$ cat config.mk
export PLATFORM = sky130hd
export DESIGN_NAME = md5_search_ctrl
export DESIGN_NICKNAME = d
export VERILOG_FILES = /design/src/rtl/md5_search_ctrl.sv
export SDC_FILE = /design/constraint.sdc
export NUM_CORES = 2
export LEC_CHECK = 0
export CORE_AREA = 5 5 735 737
export CTS_BUF_LIST = sky130_fd_sc_hd__clkbuf_4 sky130_fd_sc_hd__clkbuf_8
export DETAILED_ROUTE_END_ITERATION = 16
export DIE_AREA = 0 0 740 742
export GPL_ROUTABILITY_DRIVEN = 0
export GPL_TIMING_DRIVEN = 0
export SKIP_LAST_GASP = 1
export SLEW_MARGIN = 20
export SYNTH_ARGS = -nofsm -noshare
export SYNTH_HDL_FRONTEND = slang
export SYNTH_SLANG_ARGS = --single-unit
export TNS_END_PERCENT = 100
$ cat constraint.sdc
create_clock -name clk -period 7.4 [get_ports clk]
set_input_delay 0.74 -clock clk [delete_from_list [all_inputs] [get_ports clk]]
set_output_delay 0.74 -clock clk [all_outputs]
set_load 0.005 [all_outputs]
$ cat src/rtl/md5_search_ctrl.sv
// Brute-force candidate sequencer for a pipelined md5core: issues one candidate
// string per clock and watches the core output for the target digest.
module md5_search_ctrl #(
   parameter int unsigned LAT        = 65,
   parameter int unsigned MAX_CHARS  = 8,
   parameter logic [7:0]  CHAR_FIRST = 8'h61,
   parameter int unsigned CHAR_COUNT = 26
) (
   input  logic         clk,
   input  logic         rst_n,
   input  logic         start,
   input  logic         abort,
   input  logic [127:0] target_hash,
   input  logic [3:0]   start_len,
   input  logic [3:0]   max_len,
   output logic [511:0] md_message,
   output logic [63:0]  md_length,
   input  logic [127:0] md_hash,
   input  logic [511:0] md_message_out,
   output logic         busy,
   output logic         found,
   output logic         done,
   output logic [511:0] found_msg,
   output logic [47:0]  cand_count
);

   localparam int unsigned   DW          = (CHAR_COUNT > 1) ? $clog2(CHAR_COUNT) : 1;
   localparam logic [DW-1:0] DIG_LAST    = DW'(CHAR_COUNT - 1);
   localparam logic [5:0]    MAX_LEN_LIM = 6'(MAX_CHARS);

   typedef enum logic [1:0] {S_IDLE, S_RUN, S_DRAIN, S_DONE} state_t;

   state_t          state_q, state_d;
   logic [DW-1:0]   digit_q [MAX_CHARS];
   logic [DW-1:0]   digit_d [MAX_CHARS];
   logic [DW-1:0]   inc_digit_s [MAX_CHARS];
   logic [5:0]      len_q, len_d;
   logic [5:0]      max_len_q, max_len_d;
   logic [5:0]      md_len_q, md_len_d;
   logic [127:0]    target_q, target_d;
   logic [511:0]    msg_q, msg_d;
   logic [511:0]    cand_msg_s;
   logic            md_valid_q, md_valid_d;
   logic [LAT-1:0]  valid_q, valid_d;
   logic            busy_q, busy_d;
   logic            found_q, found_d;
   logic            done_q, done_d;
   logic [511:0]    found_msg_q, found_msg_d;
   logic [47:0]     cnt_q, cnt_d;
   logic            carry_s;
   logic            start_ok_s;
   logic            hit_s;
   logic            drain_empty_s;

   // md_valid_q marks the candidate sitting on md_message; valid_q then tracks it through the core.
   assign start_ok_s    = (start_len != 4'd0) && ({2'b00, start_len} <= MAX_LEN_LIM) &&
                          ({2'b00, max_len} <= MAX_LEN_LIM) && (max_len >= start_len);
   assign hit_s         = valid_q[LAT-1] && (md_hash == target_q);
   assign drain_empty_s = !md_valid_q && (valid_q[LAT-2:0] == '0);

   // Candidate image of the current digits and its odometer increment.
   always_comb begin
      cand_msg_s  = '0;
      inc_digit_s = digit_q;
      carry_s     = 1'b1;
      for (int i = 0; i < int'(MAX_CHARS); i++) begin
         if (6'(i) < len_q) begin
            cand_msg_s[511-8*i -: 8] = CHAR_FIRST + 8'(digit_q[i]);
         end else begin
            cand_msg_s[511-8*i -: 8] = 8'h00;
         end
      end
      for (int i = int'(MAX_CHARS) - 1; i >= 0; i--) begin
         if (carry_s && (6'(i) < len_q)) begin
            if (digit_q[i] == DIG_LAST) begin
               inc_digit_s[i] = '0;
            end else begin
               inc_digit_s[i] = digit_q[i] + DW'(1);
               carry_s        = 1'b0;
            end
         end else begin
            inc_digit_s[i] = digit_q[i];
         end
      end
   end

   // Next-state and datapath update for the search FSM.
   always_comb begin
      state_d     = state_q;
      digit_d     = digit_q;
      len_d       = len_q;
      max_len_d   = max_len_q;
      target_d    = target_q;
      msg_d       = msg_q;
      md_len_d    = md_len_q;
      md_valid_d  = 1'b0;
      valid_d     = {valid_q[LAT-2:0], md_valid_q};
      found_d     = found_q;
      done_d      = done_q;
      found_msg_d = found_msg_q;
      cnt_d       = cnt_q;
      if (abort) begin
         state_d = S_IDLE;
         valid_d = '0;
      end else begin
         case (state_q)
            S_IDLE, S_DONE: begin
               if (start && start_ok_s) begin
                  target_d  = target_hash;
                  len_d     = {2'b00, start_len};
                  max_len_d = {2'b00, max_len};
                  for (int i = 0; i < int'(MAX_CHARS); i++) digit_d[i] = '0;
                  found_d   = 1'b0;
                  done_d    = 1'b0;
                  cnt_d     = 48'd0;
                  valid_d   = '0;
                  state_d   = S_RUN;
               end else begin
                  state_d = state_q;
               end
            end
            S_RUN: begin
               msg_d      = cand_msg_s;
               md_len_d   = len_q;
               md_valid_d = 1'b1;
               cnt_d      = cnt_q + 48'd1;
               if (!carry_s) begin
                  digit_d = inc_digit_s;
               end else if (len_q == max_len_q) begin
                  state_d = S_DRAIN;
               end else begin
                  len_d = len_q + 6'd1;
                  for (int i = 0; i < int'(MAX_CHARS); i++) digit_d[i] = '0;
               end
            end
            S_DRAIN: begin
               if (drain_empty_s) begin
                  done_d  = 1'b1;
                  state_d = S_DONE;
               end else begin
                  state_d = S_DRAIN;
               end
            end
            default: state_d = S_IDLE;
         endcase
         // First match wins and also covers a match on the very last drained candidate.
         if ((state_q == S_RUN || state_q == S_DRAIN) && hit_s) begin
            found_d     = 1'b1;
            done_d      = 1'b1;
            found_msg_d = md_message_out;
            state_d     = S_DONE;
         end else begin
            found_d = found_d;
         end
         if (state_d == S_DONE) begin
            valid_d    = '0;
            md_valid_d = 1'b0;
         end else begin
            md_valid_d = md_valid_d;
         end
      end
      busy_d = (state_d == S_RUN) || (state_d == S_DRAIN);
   end

   // State and datapath registers with synchronous active-low reset.
   always_ff @(posedge clk) begin
      if (!rst_n) begin
         state_q     <= S_IDLE;
         for (int i = 0; i < int'(MAX_CHARS); i++) digit_q[i] <= '0;
         len_q       <= 6'd0;
         max_len_q   <= 6'd0;
         md_len_q    <= 6'd0;
         target_q    <= 128'd0;
         msg_q       <= 512'd0;
         md_valid_q  <= 1'b0;
         valid_q     <= '0;
         busy_q      <= 1'b0;
         found_q     <= 1'b0;
         done_q      <= 1'b0;
         found_msg_q <= 512'd0;
         cnt_q       <= 48'd0;
      end else begin
         state_q     <= state_d;
         digit_q     <= digit_d;
         len_q       <= len_d;
         max_len_q   <= max_len_d;
         md_len_q    <= md_len_d;
         target_q    <= target_d;
         msg_q       <= msg_d;
         md_valid_q  <= md_valid_d;
         valid_q     <= valid_d;
         busy_q      <= busy_d;
         found_q     <= found_d;
         done_q      <= done_d;
         found_msg_q <= found_msg_d;
         cnt_q       <= cnt_d;
      end
   end

   assign md_message = msg_q;
   assign md_length  = {55'd0, md_len_q, 3'b000};
   assign busy       = busy_q;
   assign found      = found_q;
   assign done       = done_q;
   assign found_msg  = found_msg_q;
   assign cand_count = cnt_q;

endmodule
* Yosys cells after proc, flatten, opt, wreduce, memory -nomap -nowiden
Index checks and enable logic that the tools add are counted.
** Cells by class
- Add/sub/neg operators :: 18
- Magnitude comparators :: 11
- Equal/unequal tests :: 30
- Multiplexer cells :: 67
- Bitwise operators :: 2
- Reduce and logical (&&, ||, !) cells :: 41
** Operators by type and width (count)
- 65-bit two-way mux :: 2
- 128-bit == test :: 1
- 40-bit two-way mux :: 3
- 48-bit one-hot mux with 2 select lines :: 1
- 5-bit two-way mux :: 16
- 40-bit one-hot mux with 2 select lines :: 1
- 7-bit by 5-bit adder with 8-bit output (first input constant) :: 8
- 64-bit logical NOT :: 1
- 8-bit two-way mux :: 8
- 48-bit by 1-bit adder with 48-bit output (second input constant) :: 1
- 48-bit two-way mux :: 1
- 5-bit AND reduction :: 9
- 5-bit by 1-bit adder with 5-bit output (second input constant) :: 8
- 5-bit == test (second input constant) :: 8
- 3-bit inequality test (second input constant) :: 10
- 3-bit by 6-bit less-than comparator with 1-bit output (first input constant) :: 4
- 1-bit two-way mux :: 23
- 6-bit two-way mux :: 3
- 1-bit logical AND :: 14
- 1-bit by 6-bit less-than comparator with 1-bit output (first input constant) :: 2
- 2-bit by 6-bit less-than comparator with 1-bit output (first input constant) :: 2
- 2-bit two-way mux :: 6
- 6-bit one-hot mux with 2 select lines :: 1
- 3-bit AND reduction :: 3
- 21 further kinds :: 33
** Storage, ports and cells
- Bits in registers :: 879
- Word-level logic and storage cells :: 190

* Depth between registers and ports, before layout
- Word-level depth :: 24
- Depth in mapped cells :: 12
- Depth with buffers taken out :: 9

* Worst setup path before layout
Ideal clock, no wire load.
- Kind :: register -> register
- Start point :: register len_q[0]
- End point :: register digit_q[0] (netlist name)
- Library setup time :: 0.072 ns
- Arrival time :: 3.000 ns
- Data required time :: 7.328 ns
- Path slack :: 4.328 ns
- Stages on the path, launching flop included :: 12
- Clock period less this slack :: 3.072 ns
- Cells stage by stage :: dfxtp_1 > ha_1 > buf_6 > a2111o_1 > a222oi_1 > o21ai_2 > or3_1 > clkbuf_1 > and3_4 > buf_6 > o21ai_4 > mux2i_1
** Between the ends
- Longest elaborated chain between the ends :: 18
- Elaborated cells on any way between the ends :: 36
- Classes of those cells :: order compare (8); eq/ne (3); mux (17); reduce/logical (8)
** Ends and longest elaborated chain
- from (decl) :: RTL line 37 : logic [5:0] len_q, len_d;
- from (signal assigned) :: RTL line 185 : len_q <= len_d;
- 3-bit by 6-bit less-than comparator with 1-bit output :: RTL line 74 : if (carry_s && (6'(i) < len_q)) begin
- 1-bit two-way mux :: RTL line 74
- 1-bit two-way mux / 1-bit logical AND (equally long branches) :: RTL line 75, 74
- 1-bit two-way mux :: RTL line 74
- 1-bit two-way mux / 1-bit logical AND (equally long branches) :: RTL line 75, 74
- 1-bit two-way mux :: RTL line 74
- 1-bit two-way mux / 1-bit logical AND (equally long branches) :: RTL line 75, 74
- 1-bit two-way mux :: RTL line 74
- [2 not listed]
- 1-bit two-way mux / 1-bit logical AND (equally long branches) :: RTL line 75, 74
- 1-bit two-way mux :: RTL line 74
- 1-bit two-way mux / 1-bit logical AND (equally long branches) :: RTL line 75, 74
- 1-bit two-way mux :: RTL line 74
- 1-bit two-way mux / 1-bit logical AND (equally long branches) :: RTL line 75, 74
- 1-bit two-way mux :: RTL line 74
- 3-bit inequality test (no line) / 40-bit two-way mux (equally long branches)
- 5-bit AND reduction (no line) / 40-bit one-hot mux with 2 select lines (equally long branches)
- to (signal assigned) :: RTL line 184 : digit_q <= digit_d;
- to (decl) :: RTL line 34 : logic [DW-1:0] digit_q [MAX_CHARS];
Several ways; a longest one is shown, not always the timed one.
A chain may end at the register's enable or synchronous reset.

* Final worst setup path
- Start point :: register state_q[0]
- End point :: register found_msg_q[75] (netlist: found_msg[75])
** Between the ends
- Longest elaborated chain between the ends :: 4
- Elaborated cells on any way between the ends :: 5
- Classes of those cells :: eq/ne (2); reduce/logical (3)
** Ends and longest elaborated chain
- from (decl) :: RTL line 33 : state_t state_q, state_d;
- from (signal assigned) :: RTL line 183 : state_q <= state_d;
- 2-bit by 1-bit == test with 1-bit output / 2-bit == test (equally long branches) :: RTL line 147 : if ((state_q == S_RUN || state_q == S_DRAIN) && hit_s) begin
- 1-bit logical OR (*) :: RTL line 147
- 1-bit logical AND (*) :: RTL line 147
- 2-bit AND reduction (no line) (*)
- to (signal assigned) :: RTL line 195 : found_msg_q <= found_msg_d;
- to (decl) :: RTL line 48 : logic [511:0] found_msg_q, found_msg_d;
Every way passes the cells marked *; elsewhere a longest branch is shown, timed or not.

==> qor.log <==
[drt] final routed wire length divided by cell count 30.6 um
[logic_synthesis] most frequently used flop master after synthesis dfxtp_1
[timing] worst setup skew after layout 0.127 ns
[cts] Max Buffers Root-to-Sink 4
[worst_setup_path] kind of capture point of the worst setup path register
[floorplan] Chip Width 740 um
[drt] Detailed Route Iter0 Violations 4588
[floorplan] effective utilization at floorplan 0.0809
[final_layout] multi-input gate area in the final layout 21300 sq um
[drt] Total Wirelength 446000 um
[cts] # resized after CTS 0
[grt] via count of the first global-routing pass 45622
[worst_setup_path] data arrival at the endpoint of the critical path 6.29 ns
[logic_synthesis] Simple-Gate Fraction of Synth Area 0.209
[timing] min Tclk post-route 5.52 ns
[logic_synthesis] Ys Warns 0
[logic_synthesis] post-synthesis compound-gate area fraction 0.204
[worst_setup_path] kind of critical path register to register
[worst_setup_path] highest net fanout along the worst path 10
[placed_design] hpwl dp 394000 um
[logic_synthesis] fraction of the yosys area taken by sequential cells 0.409
[logic_synthesis] top post-synthesis cells by area dfxtp_1, nand4b_1, o31ai_1
[timing] hold violation count in the final report 0
[final_layout] Syn-to-layout area delta 69.0%
[drt] detailed-routing iteration count for the pre-antenna-repair pass 6
[timing] fmax 0.181 GHz
[final_layout] final net count 7939
[placed_design] Placed Instances 13977
[logic_synthesis] number of enable-type register cells in the synthesized netlist 0
[floorplan] total I/O pin count 1919
[cts] clock transition at the registers of the reported paths 0.07 ns
[grt] largest net degree at the start of global routing 19
[final_layout] Reg area 17600 sq um
[logic_synthesis] area fraction of the dominant cell type after synthesis 0.409
[logic_synthesis] Mapped Area 43000 sq um
[power] Static Leakage 23.5 nW
[logic_synthesis] dominant combinational cell family by area after synthesis simple AND/OR/NAND/NOR gates
[worst_hold_path] worst hold start target_hash[70]
[timing] measured slew at the worst slew-check pin 1.22 ns
[cts] Post-CTS Repair Setup Buffers 0
[final_layout] fraction of layout instances using a drive strength above 1 0.123
[logic_synthesis] xor-xnor portion of the synthesized cell area 0.0262
[cts] clock tree from TritonCTS built
[power] worst voltage drop across the vdd grid 0.000132 V
[logic_synthesis] adder-cell area share of the yosys netlist 0.00756
[logic_synthesis] portion of netlist area occupied by mux cells 0.00372
[grt] GRT Residual Overflow 0
[drt] count of nets left with antenna violations after detail routing 0
[timing] Final Max Tran Viols 0
[run] reported max-cap violation count 0
[worst_setup_path] Worst R2R Start state_q[0]$_SDFF_PN0_
[logic_synthesis] count of mapped cells out of synthesis 5022
[power] total power per unit cell area 160 nW/um^2
[timing] sum of negative setup slack 0 ns
[logic_synthesis] share of async-settable or async-resettable flops after synthesis 0
[power] sum of internal, switching and leakage power 11.6 mW
[cts] Clock H-tree levels 4
[worst_hold_path] worst min-delay path class primary input to register
[placed_design] total of buffers placed on input and output ports 1411
[logic_synthesis] cell type with the largest total area after synthesis dfxtp_1
[worst_setup_path] reg-to-reg slack, setup 1.88 ns
[final_layout] fill cell instance count of the final layout 60772
[timing] RSZ-0062 raised after global routing no
[cts] hold-fix buffer count after cts 0
[status] run status finished, final reports clean
[cts] clock root cell clkbuf_8
[cts] sinks on the clock net 879
[timing] fin crit share 0.746
[logic_synthesis] count of state elements after synthesis 879
[timing] worst max-slew margin expressed relative to the limit 0.186
[cts] number of buffers inserted during clock tree synthesis 173
[cts] latest clock arrival within the worst-skew pair 1.04 ns
[timing] final number of setup-violating endpoints 0
[drt] via total after detailed routing 50297
[worst_setup_path] cells on worst reg2reg path 13
[floorplan] Site Rows 268
[drt] routed vias/inst 3.45
[floorplan] Core Region 532000 sq um
[worst_setup_path] endpoint of the worst register-to-register path found_msg[75]$_SDFFE_PN0P_
[drt] number of design rule violations left after detail routing 0
[worst_setup_path] Req. time, crit path 8.16 ns
[floorplan] die footprint 549000 sq um
[final_layout] number of non-filler instances in the completed layout 14565
[logic_synthesis] count of cell types in the netlist 69
[worst_setup_path] element type at the critical path start register
[grt] antenna violations before repair 397
[worst_hold_path] worst-case hold path end point target_q[70]$_SDFFE_PN0P_
[worst_hold_path] Min-Delay Path Depth 3
[logic_synthesis] Avg Synthesized Cell Area 8.57 sq um
[grt] Tot GR Track Use 0.153
[grt] wire length of the first global-routing pass 541000 um
[floorplan] die outline height 742 um
==> layout by cell type (no fill, tap or decap), drive strengths merged, types with 37 or more instances in the layout <==
cell	n
clkdlybuf4s50	1408
dfxtp	879
clkbuf	766
a21oi	748
buf	546
o31ai	530
nand4b	519
conb	506
nand2	425
diode	289
nor2	111
nor3	101
xor2	85
inv	70
nand3	60
nor2b	53
nor4	47
xnor2	44
o21ai	37
==> per-stage QoR <==
step | hold WS (ns) | instance area [sq um] | util | setup WS [ns]
2_1_floorplan | 0.414 | 44900 | - | 4.33
3_3_place_gp | 0.418 | 67900 | 0.128 | -2.31
3_5_place_dp | 0.425 | 68300 | 0.129 | 1.00
4_1_cts | 0.0958 | 72000 | 0.135 | 1.64
5_1_grt | 0.169 | 72500 | 0.136 | 1.47
6_report | 0.308 | 72800 | 0.137 | 1.88
==> registers in the layout (all words and copies together) (netlist names), 2 cells and up <==
signal,flops
len_q,6
md_message,64
target_q,128
max_len_q,4
md_len_q,6
found_msg,512
cand_count,48
valid_q,65
digit_q,40
state_q,2
==> final cells by class <==
cell class / instances / share of cell area
multi-input combinational: 3555 / 0.293
sequential: 879 / 0.242
timing repair buffer: 1431 / 0.200
tap: 7020 / 0.121
buffer: 1032 / 0.0808
clock buffer: 257 / 0.0440
antenna: 289 / 0.00994
clock inverter: 41 / 0.00650
inverter: 61 / 0.00315
==> cell families (layout without fill, tap and decap cells) <==
kind of cell / Yosys count / count (layout)
AND/OR/NAND/NOR: 1462 / 1462
AO/OA/AOI/OAI: 1416 / 1416
buffers and inverters: 1093 / 2822
flip-flops: 879 / 879
XOR/XNOR: 129 / 129
adder cells (fa/ha/maj): 26 / 26
multiplexers: 16 / 16
other: 1 / 795
==> how the worst max path moves through the flow <==
stage                                     start                         end  slack [ns]  depth (start not counted)
after CTS                 state_q[0]$_SDFF_PN0_  found_msg[75]$_SDFFE_PN0P_        1.64                         13
after floorplan           len_q[0]$_SDFFE_PN0P_     digit_q[0]$_SDFFE_PN0P_        4.33                         11
final                     state_q[0]$_SDFF_PN0_  found_msg[75]$_SDFFE_PN0P_        1.88                         13
after global routing      state_q[0]$_SDFF_PN0_  found_msg[77]$_SDFFE_PN0P_        1.47                         13
after global placement              md_hash[43]  found_msg[76]$_SDFFE_PN0P_       -2.31                         11
after detailed placement            md_hash[99]  found_msg[78]$_SDFFE_PN0P_        1.00                         12
==> where the power goes <==
part	leakage [nW]	internal [mW]	switching, mW
Combinational	14.5	0.656	0.620
Clock	1.95	3.00	2.60
Sequential	7.08	4.75	0.0172
Total	23.5	8.40	3.24
==> critical path: stages (launching register included) <==
cell and delay, ns:
dfxtp_1 0.41, inv_1 0.07, ha_1 0.37, nor2b_1 0.70, o2111a_1 0.45, nand4_1 0.15, nor4_1 0.25, nand4_1 0.45
clkbuf_4 0.45, buf_12 0.22, clkbuf_1 0.57, clkbuf_2 0.55, o31ai_1 0.32, a21oi_1 0.10
==> synthesized netlist by cell type, drive strengths merged, types with 4 or more instances <==
master / number
a211oi: 9
a22oi: 15
clkbuf: 509
nor3b: 4
mux2i: 16
o31ai: 530
xor2: 85
nand2b: 25
nor4: 47
o2111a: 5
nand2: 425
nor2: 111
inv: 61
nand3: 60
buf: 523
dfxtp: 879
o21ai: 37
ha: 26
or2: 4
o211ai: 9
nand4b: 519
and4: 4
nor4b: 9
o22ai: 9
nor2b: 53
and3: 16
or3: 20
a2111oi: 16
or4: 23
nor3: 101
xnor2: 44
a21oi: 748
a31o: 5
nand4: 33
==> metal layers <==
layer	vias up	wire length (um)	GRT usage
met5	-	1490	0.0000866
met4	218	30000	0.0895
met3	1110	58500	0.0875
met2	3267	200000	0.245
met1	23759	156000	0.157
li1	21943	-	-
Note: power is estimated with default switching activity, not from simulation.
